`src/rtl/alu_arbiter.sv`:
```
// alu_arbiter: two-requester arbiter sharing one external ALU (define ALU_ARBITER_ROUND_ROBIN_EN for round-robin ties)
module alu_arbiter (
  input  logic        clk,
  input  logic        reset,
  input  logic        req0,
  input  logic        req1,
  input  logic [3:0]  op0,
  input  logic [3:0]  op1,
  input  logic [31:0] a0,
  input  logic [31:0] b0,
  input  logic [31:0] a1,
  input  logic [31:0] b1,
  output logic        ack0,
  output logic        ack1,
  output logic [31:0] result,
  output logic        zero,
  output logic        err,
  output logic        busy,
  output logic [3:0]  alu_op,
  output logic [31:0] alu_a,
  output logic [31:0] alu_b,
  input  logic [31:0] alu_result,
  input  logic        alu_zero
);
  localparam logic [1:0] IDLE = 2'd0;
  localparam logic [1:0] EXEC = 2'd1;
  localparam logic [1:0] RESP = 2'd2;
  logic [1:0]  state;
  logic [3:0]  op_q;
  logic [31:0] a_q;
  logic [31:0] b_q;
  logic        win;
  logic        pick;
  logic        legal;
  logic [3:0]  op_in;
`ifdef ALU_ARBITER_ROUND_ROBIN_EN
  logic last;
  assign pick = (req0 && req1) ? ~last : ~req0;
  // remember who was granted last so the other side wins the next tie
  always_ff @(posedge clk or posedge reset)
    if (reset) last <= 1'b1;
    else if (state == IDLE && (req0 || req1)) last <= pick;
`else
  assign pick = ~req0;
`endif
  assign op_in  = pick ? op1 : op0;
  assign legal  = op_in inside {4'b0000, 4'b0001, 4'b0010, 4'b0110, 4'b0111, 4'b1100};
  assign busy   = state != IDLE;
  assign alu_op = (state == EXEC) ? op_q : 4'd0;
  assign alu_a  = (state == EXEC) ? a_q : 32'd0;
  assign alu_b  = (state == EXEC) ? b_q : 32'd0;
  // grant, execute on the shared ALU, then pulse the winner's ack for one cycle
  always_ff @(posedge clk or posedge reset)
    if (reset) begin
      state  <= IDLE;
      op_q   <= 4'd0;
      a_q    <= 32'd0;
      b_q    <= 32'd0;
      win    <= 1'b0;
      ack0   <= 1'b0;
      ack1   <= 1'b0;
      result <= 32'd0;
      zero   <= 1'b0;
      err    <= 1'b0;
    end else begin
      ack0 <= 1'b0;
      ack1 <= 1'b0;
      case (state)
        IDLE:
          if (req0 || req1) begin
            op_q <= op_in;
            a_q  <= pick ? a1 : a0;
            b_q  <= pick ? b1 : b0;
            win  <= pick;
            if (legal) state <= EXEC;
            else begin
              state  <= RESP;
              result <= 32'd0;
              zero   <= 1'b1;
              err    <= 1'b1;
              ack0   <= ~pick;
              ack1   <= pick;
            end
          end
        EXEC: begin
          state  <= RESP;
          result <= alu_result;
          zero   <= alu_zero;
          err    <= 1'b0;
          ack0   <= ~win;
          ack1   <= win;
        end
        default: state <= IDLE;
      endcase
    end
endmodule

```
`config.mk`:
```
export PLATFORM = sky130hd
export DESIGN_NAME = alu_arbiter
export DESIGN_NICKNAME = d
export VERILOG_FILES = /design/src/rtl/alu_arbiter.sv
export SDC_FILE = /design/constraint.sdc
export NUM_CORES = 1
export LEC_CHECK = 0
export CORE_AREA = 2 2 118 120
export DETAILED_ROUTE_END_ITERATION = 10
export DIE_AREA = 0 0 120 122
export HOLD_SLACK_MARGIN = 0.1
export PLACE_DENSITY = 0.86
export SKIP_CTS_REPAIR_TIMING = 1
export SKIP_LAST_GASP = 1
export SYNTH_ARGS = -nofsm -noshare
export SYNTH_HDL_FRONTEND = slang
export SYNTH_SLANG_ARGS = --single-unit
```
`constraint.sdc`:
```
create_clock -name clk -period 3.97 [get_ports clk]
set_input_delay 0.794 -clock clk [delete_from_list [all_inputs] [get_ports clk]]
set_output_delay 0.794 -clock clk [all_outputs]
set_load 0.01 [all_outputs]
```
# [After elaboration in Yosys (flattened, before gate mapping)]
# Index checks and enable logic that the tools add are counted.
[totals] inputBits=173 regBits=107 wordCells=50 out_inout_bits=105
[classes] bitwise=2 muxes=22 eq_ne=8 n_reduce_logical=8
[ops] cell="$mux 32" n=6
[ops] cell="$pmux 32 s2" n=1
[ops] cell="$eq 4x3->1 const B" n=2
[ops] cell="$mux 4" n=2
[ops] cell="$pmux 1 s2" n=4
[ops] cell="$mux 1" n=6
[ops] cell="$reduce_bool 6->1" n=1
[ops] cell="$eq 4x1->1 const B" n=1
[ops] cell="$eq 4x2->1 const B" n=1
[ops] cell="$eq 4x4->1 const B" n=1
[ops] cell="$logic_not 4->1" n=1
[ops] cell="$mux 2" n=2
[ops] cell="$ne 2x2->1 const B" n=2
[ops] cell="$pmux 2 s2" n=1
[ops] cell="$reduce_bool 2->1" n=2
[ops] cell="$reduce_and 3->1" n=1
[ops] cell="$eq 2x1->1 const B" n=1
[ops] cell="$logic_not 2->1" n=1
[ops] cell="$not 1->1" n=2
[ops] cell="$reduce_and 2->1" n=1
[ops] cell="$logic_or 1x1->1" n=1

# [Depth between registers and ports, before layout]
# Gate-level depths: netlist of run 1.
[depth] word_depth=6 depth_mapped=7 depth_no_buf=4

# [Least setup slack after synthesis of run 1]
# No wires, ideal clock.
[synth_path] kind="register -> output" from="register state[1]" to="output port alu_a[10]" n_path_buf=2 stages_incl_launch_ff=5 arrival_time_ns=1.227 t_required_ns=3.176 path_slack_ns=1.949 path_cell_list="dfrtp_1 nor2b_1 clkbuf_1 clkbuf_1 and2_1"
[synth_via] elab_chain_len=2
[synth_lines] element="start: declaration" line_no="28" source="logic [1:0] state;"
[synth_lines] element="start signal: assignment" line_no="55" source="state <= IDLE;"
[synth_lines] element="start signal: assignment" line_no="75" source="if (legal) state <= EXEC;"
[synth_lines] element="start signal: assignment" line_no="77" source="state <= RESP;"
[synth_lines] element="$eq 2x1->1" line_no="50" source="assign alu_a = (state == EXEC) ? a_q : 32'd0;"
[synth_lines] element="$mux 32" line_no="50"
[synth_lines] element="end: declaration" line_no="20" source="output logic [31:0] alu_a,"
# Every way passes these cells.

# [Final worst setup path of run 1]
[layout_path] from="register state[1]" to="output port alu_b[20]"
[layout_via] elab_chain_len=2
[layout_lines] element="$eq 2x1->1" line_no="51" source="assign alu_b = (state == EXEC) ? b_q : 32'd0;"
[layout_lines] element="$mux 32" line_no="51"
[layout_lines] element="end: declaration" line_no="21" source="output logic [31:0] alu_b,"
# Every way passes these cells.

==> results of run 1 <==
==> cell usage in the layout, fill, tap and decap left out, drive strengths merged <==
cell type and instances:
a21o 1, a21oi 34, a22oi 1, a31oi 1
and2 68, and3b 1, and4 1, buf 6
bufinv 1, clkbuf 12, clkdlybuf4s50 276, clkinv 1
clkinvlp 1, dfrtp 107, inv 3, mux2i 68
nand2 136, nand2b 2, nand3 1, nor2 4
nor2b 2, nor3 1, nor3b 1, nor4bb 1
o2111ai 1, o21ai 69, o22ai 2, o31ai 2
or4 1
==> metrics by stage <==
step | setup WS, ns | area [um^2] | hold slack [ns]
floorplan | 0.359 | 5290 | 0.445
global placement | 1.34 | 8180 | 0.458
detailed placement | 1.26 | 8180 | 0.467
CTS | 0.887 | 8490 | 0.481
global route | 0.743 | 8490 | 0.502
finish | 0.889 | 8490 | 0.477
==> cells by family after synthesis <==
group / count (synthesis) / share of synthesized area, %
compound gates: 111 / 13.0
simple gates: 219 / 19.6
mux: 68 / 12.9
buf+inv: 45 / 3.97
flops: 107 / 50.6
==> layer usage <==
| layer | vias to the layer above | routed length [um] | global-route usage, % |
|---|---|---|---|
| li1 | 2335 | - | - |
| met1 | 2126 | 5980 | 25.1 |
| met4 | 0 | 306 | 7.72 |
| met3 | 20 | 1340 | 6.60 |
| met2 | 204 | 7300 | 34.7 |
| met5 | - | 0 | 0 |
==> critical path, stage by stage (launching register included) <==
cell and delay, ns:
dfrtp_1 0.44, nor2b_4 0.39, buf_12 0.34, and2_1 0.22, clkdlybuf4s50_1 0.57
==> final timing paths <==
check / end / slack [ns] / cells past startpoint
max: alu_b[20] / 0.89 / 4
min: a_q[7]$_DFFE_PP0P_ / 0.48 / 2
max reg2reg: b_q[20]$_DFFE_PP0P_ / 2.32 / 5
min reg2reg: a_q[7]$_DFFE_PP0P_ / 0.48 / 2
max in group asynchronous: b_q[25]$_DFFE_PP0P_ / 2.30 / 3
min in group asynchronous: b_q[4]$_DFFE_PP0P_ / 0.92 / 2
==> state kept, by name, indices dropped and copies added, names as in the netlist <==
signal  cells
result     32
err         1
state       2
zero        1
ack1        1
op_q        4
ack0        1
win         1
a_q        32
b_q        32
==> power by group through the flow <==
stage / clock (uW) / combinational [uW] / sequential [uW]
2_1_floorplan: 0 / 641 / 1610
3_3_place_gp: 0 / 1200 / 1640
3_5_place_dp: 0 / 1230 / 1640
4_1_cts: 954 / 1230 / 1630
5_1_grt: 1000 / 1350 / 1660
6_report: 930 / 1210 / 1620
==> cell type report <==
cell class	count	area [um^2]	area share [%]
Clock inverter	3	46.3	0.545
Sequential cell	107	2680	31.5
Multi-Input combinational cell	398	2420	28.5
Timing Repair Buffer	282	2850	33.5
Clock buffer	12	267	3.14
Tap cell	180	225	2.65
Inverter	3	13.8	0.162
==> results.md, run 1 <==
* Total Routing Usage GR at 20.7%
* Flop pwr share at 43.1%
* Fin. Hold Viols at 0
* First-pass GRT wire length at 23.8 mm
* Static leakage at 0.00361 uW
* Clock power frac at 24.7%
* Chip height at 122 um
* Status: complete, no violations
* Max FO, Critical Path at 80
* Dominant synthesized flop cell: dfrtp_1
* Sw Ratio at 30.6%
* Largest net degree at the start of global routing at 139
* Internal power at 2610 uW
* Worst VDD drop at 0.215 mV
* Switching power at 1150 uW
* EDFF count, synth at 0
* Async SR Flop Fraction at 100%
* DRC viols at 0
* RSZ-0062 raised after global routing: no
* TritonRoute pass-1 iters at 4
* Post-Place Cells at 970
* YS warnings at 0
* Register area share after synthesis at 50.6%
* DR vias/cell at 4.76
* CTS root buf: clkbuf_16
* Share of cells above drive strength 1 at 6.96%
* Min-Delay Path Class: register to register
* Filler cells at 1118
* Hold_sp: a_q[7]$_DFFE_PP0P_
* Setup TNS at 0 ns
* Combinational fraction of design power at 32.2%
* Via count at 4685
* CTS max path bufs at 2
* Nets at 974
* Final period util at 77.6%
* Die area at 14600 um^2
* ANT cells at 0
* Worst setup path startpoint: state[1]$_DFFE_PP0P_
* Clk slew on worst S/H paths at 0.07 ns
* Worst-margin pin slew at 0.739 ns
* Share of the synthesized area in the top cell type at 50.6%
* Placer Congestion at 0.728
* Slew Viols, Final at 0
* Commonest cells post-synth: nand2_1 (136), dfrtp_1 (107), o21ai_1 (69)
* Normalized max-slew margin at 50.7%
* Vias in the first global route at 4600
* Largest area contributor in the netlist: dfrtp_1
* Mapped Area at 5290 um^2
* Layout Area Growth over Synthesis at 60.6%
* Max-Cap Viols at 0
* Startpoint Class: register
* Starting Density at 39.2%
* Worst Clk Skew at 0.00443 ns
* Final Util at 62.9%
* Count leader, synth: nand2_1
* Clk sink count at 107
* Final Setup Violations at 0
* Synthesized area per cell at 9.62 um^2
* Data required time of the worst path at 3.18 ns
* Crit path DAT at 2.29 ns
* R2r startpoint: state[1]$_DFFE_PP0P_
* Drt wl/cell at 15.2 um
* Die X-Extent at 120 um
* Cell Pwr Density at 443 nW/um^2
* Min Tclk post-route at 3.08 ns
* ANT nets after route at 0
* FF+latch count, synth at 107
* CTS Buf Count at 9
* # rows at 43
* Nature of the critical path endpoint: output pin
* Synth Instances at 550
* Num ports at 278
* DPL Wire Length at 11.0 mm
* Initial antenna violation count at 0
* Fmax achieved at 325 MHz
* H-tree levels at 3
* Syn Nets at 723
* Core ar. at 13500 um^2
* Clock latency on the worst-skew pair at 0.34 ns
* Yosys cell types at 28
* Total Power at 3760 uW
* Setup CP Type: register to output pin
* Iter 0 DRT Violations at 291
* Final Non-Filler Cells at 985
* CTS tree: built
* Synth area leaders: dfrtp_1 (51%), mux2i_1 (13%), nand2_1 (9.7%)
* Port bufs at 277
* Final WL at 14.9 mm
* GRT overflow at 0
No activity file was read; power rests on OpenSTA's default activity.
==> run 2, diff against run 1 <==
==> constraint.sdc (replaced) <==
create_clock -name clk -period 3 [get_ports clk]
set_input_delay 0.6 -clock clk [delete_from_list [all_inputs] [get_ports clk]]
set_output_delay 0.6 -clock clk [all_outputs]
set_load 0.01 [all_outputs]
==> run 2 against run 1 <==
  * Global-route usage is 0.53 points lower
  * Design area grew 0.16%
  * Largest power group unchanged
  * Combinational power rose by 34%
  * First-iteration DRC count down 16%
  * Sequential share of layout area is 0.051 points lower
  * Power increased by 31%
  * Core utilization rose by 0.10 points
  * Wire length is 1.4% lower
==> results.md, run 2 (synthesis results as in run 1) <==
* Total Power at 4930 uW
* CTS Buf Count at 9
* Slowest CP cell: clkdlybuf4s50_1
* Setup CP Type: register to output pin
* Final WL at 14.7 mm
* First-pass GRT wire length at 23.5 mm
* CTS root buf: clkbuf_16
* Max-Cap Viols at 0
* Normalized max-slew margin at 57.3%
* Crit path DAT at 1.96 ns
* Fin. Hold Viols at 0
* Status: complete, no violations
* Data required time of the worst path at 2.40 ns
* DRC viols at 0
* Clock latency on the worst-skew pair at 0.34 ns
* Min Tclk post-route at 2.56 ns
* Post-Place Cells at 974
* Worst VDD drop at 0.371 mV
* Nets at 978
* Total Routing Usage GR at 20.2%
* Vias in the first global route at 4681
* Worst Clk Skew at 0.00532 ns
* Largest stage delay on the critical path at 0.54 ns
* Largest net degree at the start of global routing at 108
* Layout Area Growth over Synthesis at 60.9%
* Fmax achieved at 391 MHz
* Final period util at 85.4%
* Most common cell after layout, fill and taps aside: clkdlybuf4s50_1
* # rows at 43
* CP top delay family: buffers and inverters
* Via count at 4703
* ANT nets after route at 0
* Cell Pwr Density at 579 nW/um^2
* Iter 0 DRT Violations at 245
* Buffers and inverters on the worst path at 2
* TritonRoute pass-1 iters at 4
* Core ar. at 13500 um^2
* CTS max path bufs at 2
* Nature of the critical path endpoint: output pin
* Die X-Extent at 120 um
* CTS tree: built
* Worst-margin pin slew at 0.640 ns
* Biggest regs: a_q x32, b_q x32, result x32
* DPL Wire Length at 10.9 mm
* Clk slew on worst S/H paths at 0.07 ns
* Num ports at 278
* ANT cells at 0
* R2r startpoint: state[1]$_DFFE_PP0P_
* Worst setup path startpoint: state[1]$_DFFE_PP0P_
* Drt wl/cell at 14.9 um
* Min-Delay Path Class: register to register
* Startpoint Class: register
* Port bufs at 277
* Setup TNS at 0 ns
* Chip height at 122 um
* H-tree levels at 3
* Clk sink count at 107
* RSZ-0062 raised after global routing: no
* GRT overflow at 0
* Static leakage at 0.00362 uW
* Hold_sp: a_q[26]$_DFFE_PP0P_
* Max FO, Critical Path at 25
* Starting Density at 39.2%
* CP Cell Sequence: nor2b_4, buf_4, and2_1, clkdlybuf4s50_1
* Final Util at 63.0%
* Most frequent cells in the layout: clkdlybuf4s50_1 (276), nand2_1 (136), dfrtp_1 (107)
* Slew Viols, Final at 0
* Die area at 14600 um^2
* Initial antenna violation count at 0
* Share of cells above drive strength 1 at 7.41%
* Final Non-Filler Cells at 990
* Placer Congestion at 0.771
* DR vias/cell at 4.75
* Final Setup Violations at 0
[run 2: cell types whose count changed in the layout (fill, tap and decap cells not counted)]
cell / before / now
clkinv_4: 1 / 0
inv_4: 1 / 0
clkinvlp_4: 1 / 2
clkbuf_8: 3 / 1
clkbuf_1: 0 / 1
buf_4: 3 / 7
clkinv_2: 0 / 3
[run 2: worst reg2reg max path, delay by kind of cell, from the launching register on]
family | cells | cell delay [ns]
AND/OR/NAND/NOR | 2 | 0.54
buffers and inverters | 1 | 0.31
flip-flops | 1 | 0.44
AO/OA/AOI/OAI | 2 | 0.20
[run 2: where the power goes]
| group | switching [uW] | leakage, uW | internal (uW) |
|---|---|---|---|
| combinational | 768 | 0.00212 | 855 |
| sequential | 221 | 0.00135 | 1900 |
| clock | 520 | 0.000145 | 667 |
[run 2: per-stage QoR]
step	instance area, um^2	worst slack (ns)	hold WS, ns
after floorplan	5290	1.11	0.445
after global placement	8210	0.567	0.457
after detailed placement	8210	0.536	0.467
after CTS	8510	0.422	0.482
after global routing	8510	0.341	0.502
final	8510	0.439	0.476
[run 2: layout make-up]
cell class                 instances  area, um^2
fill                            1093        5000
timing repair buffer             286        2880
sequential                       107        2680
multi-input combinational        398        2420
clock buffer                      11         243
tap                              180         225
clock inverter                     5        52.6
inverter                           3        15.0
[run 2: per-layer routing]
layer / wire, um / track usage [%] / vias up / share of wire (%)
met5: 0 / 0 / - / 0
met4: 187 / 5.22 / 0 / 1.3
met3: 1200 / 5.62 / 15 / 8.2
met2: 7210 / 34.8 / 183 / 49
met1: 6120 / 25.0 / 2172 / 42
li1: - / - / 2333 / -
[run 2: path summary, 6_finish.rpt]
path                                        to  slack, ns  depth (start not counted)
min                        a_q[26]$_DFFE_PP0P_       0.48                          2
max                                   alu_b[6]       0.44                          4
max reg2reg                a_q[17]$_DFFE_PP0P_       1.38                          5
min reg2reg                a_q[26]$_DFFE_PP0P_       0.48                          2
min in group asynchronous   b_q[5]$_DFFE_PP0P_       0.76                          3
max in group asynchronous  b_q[17]$_DFFE_PP0P_       1.78                          3
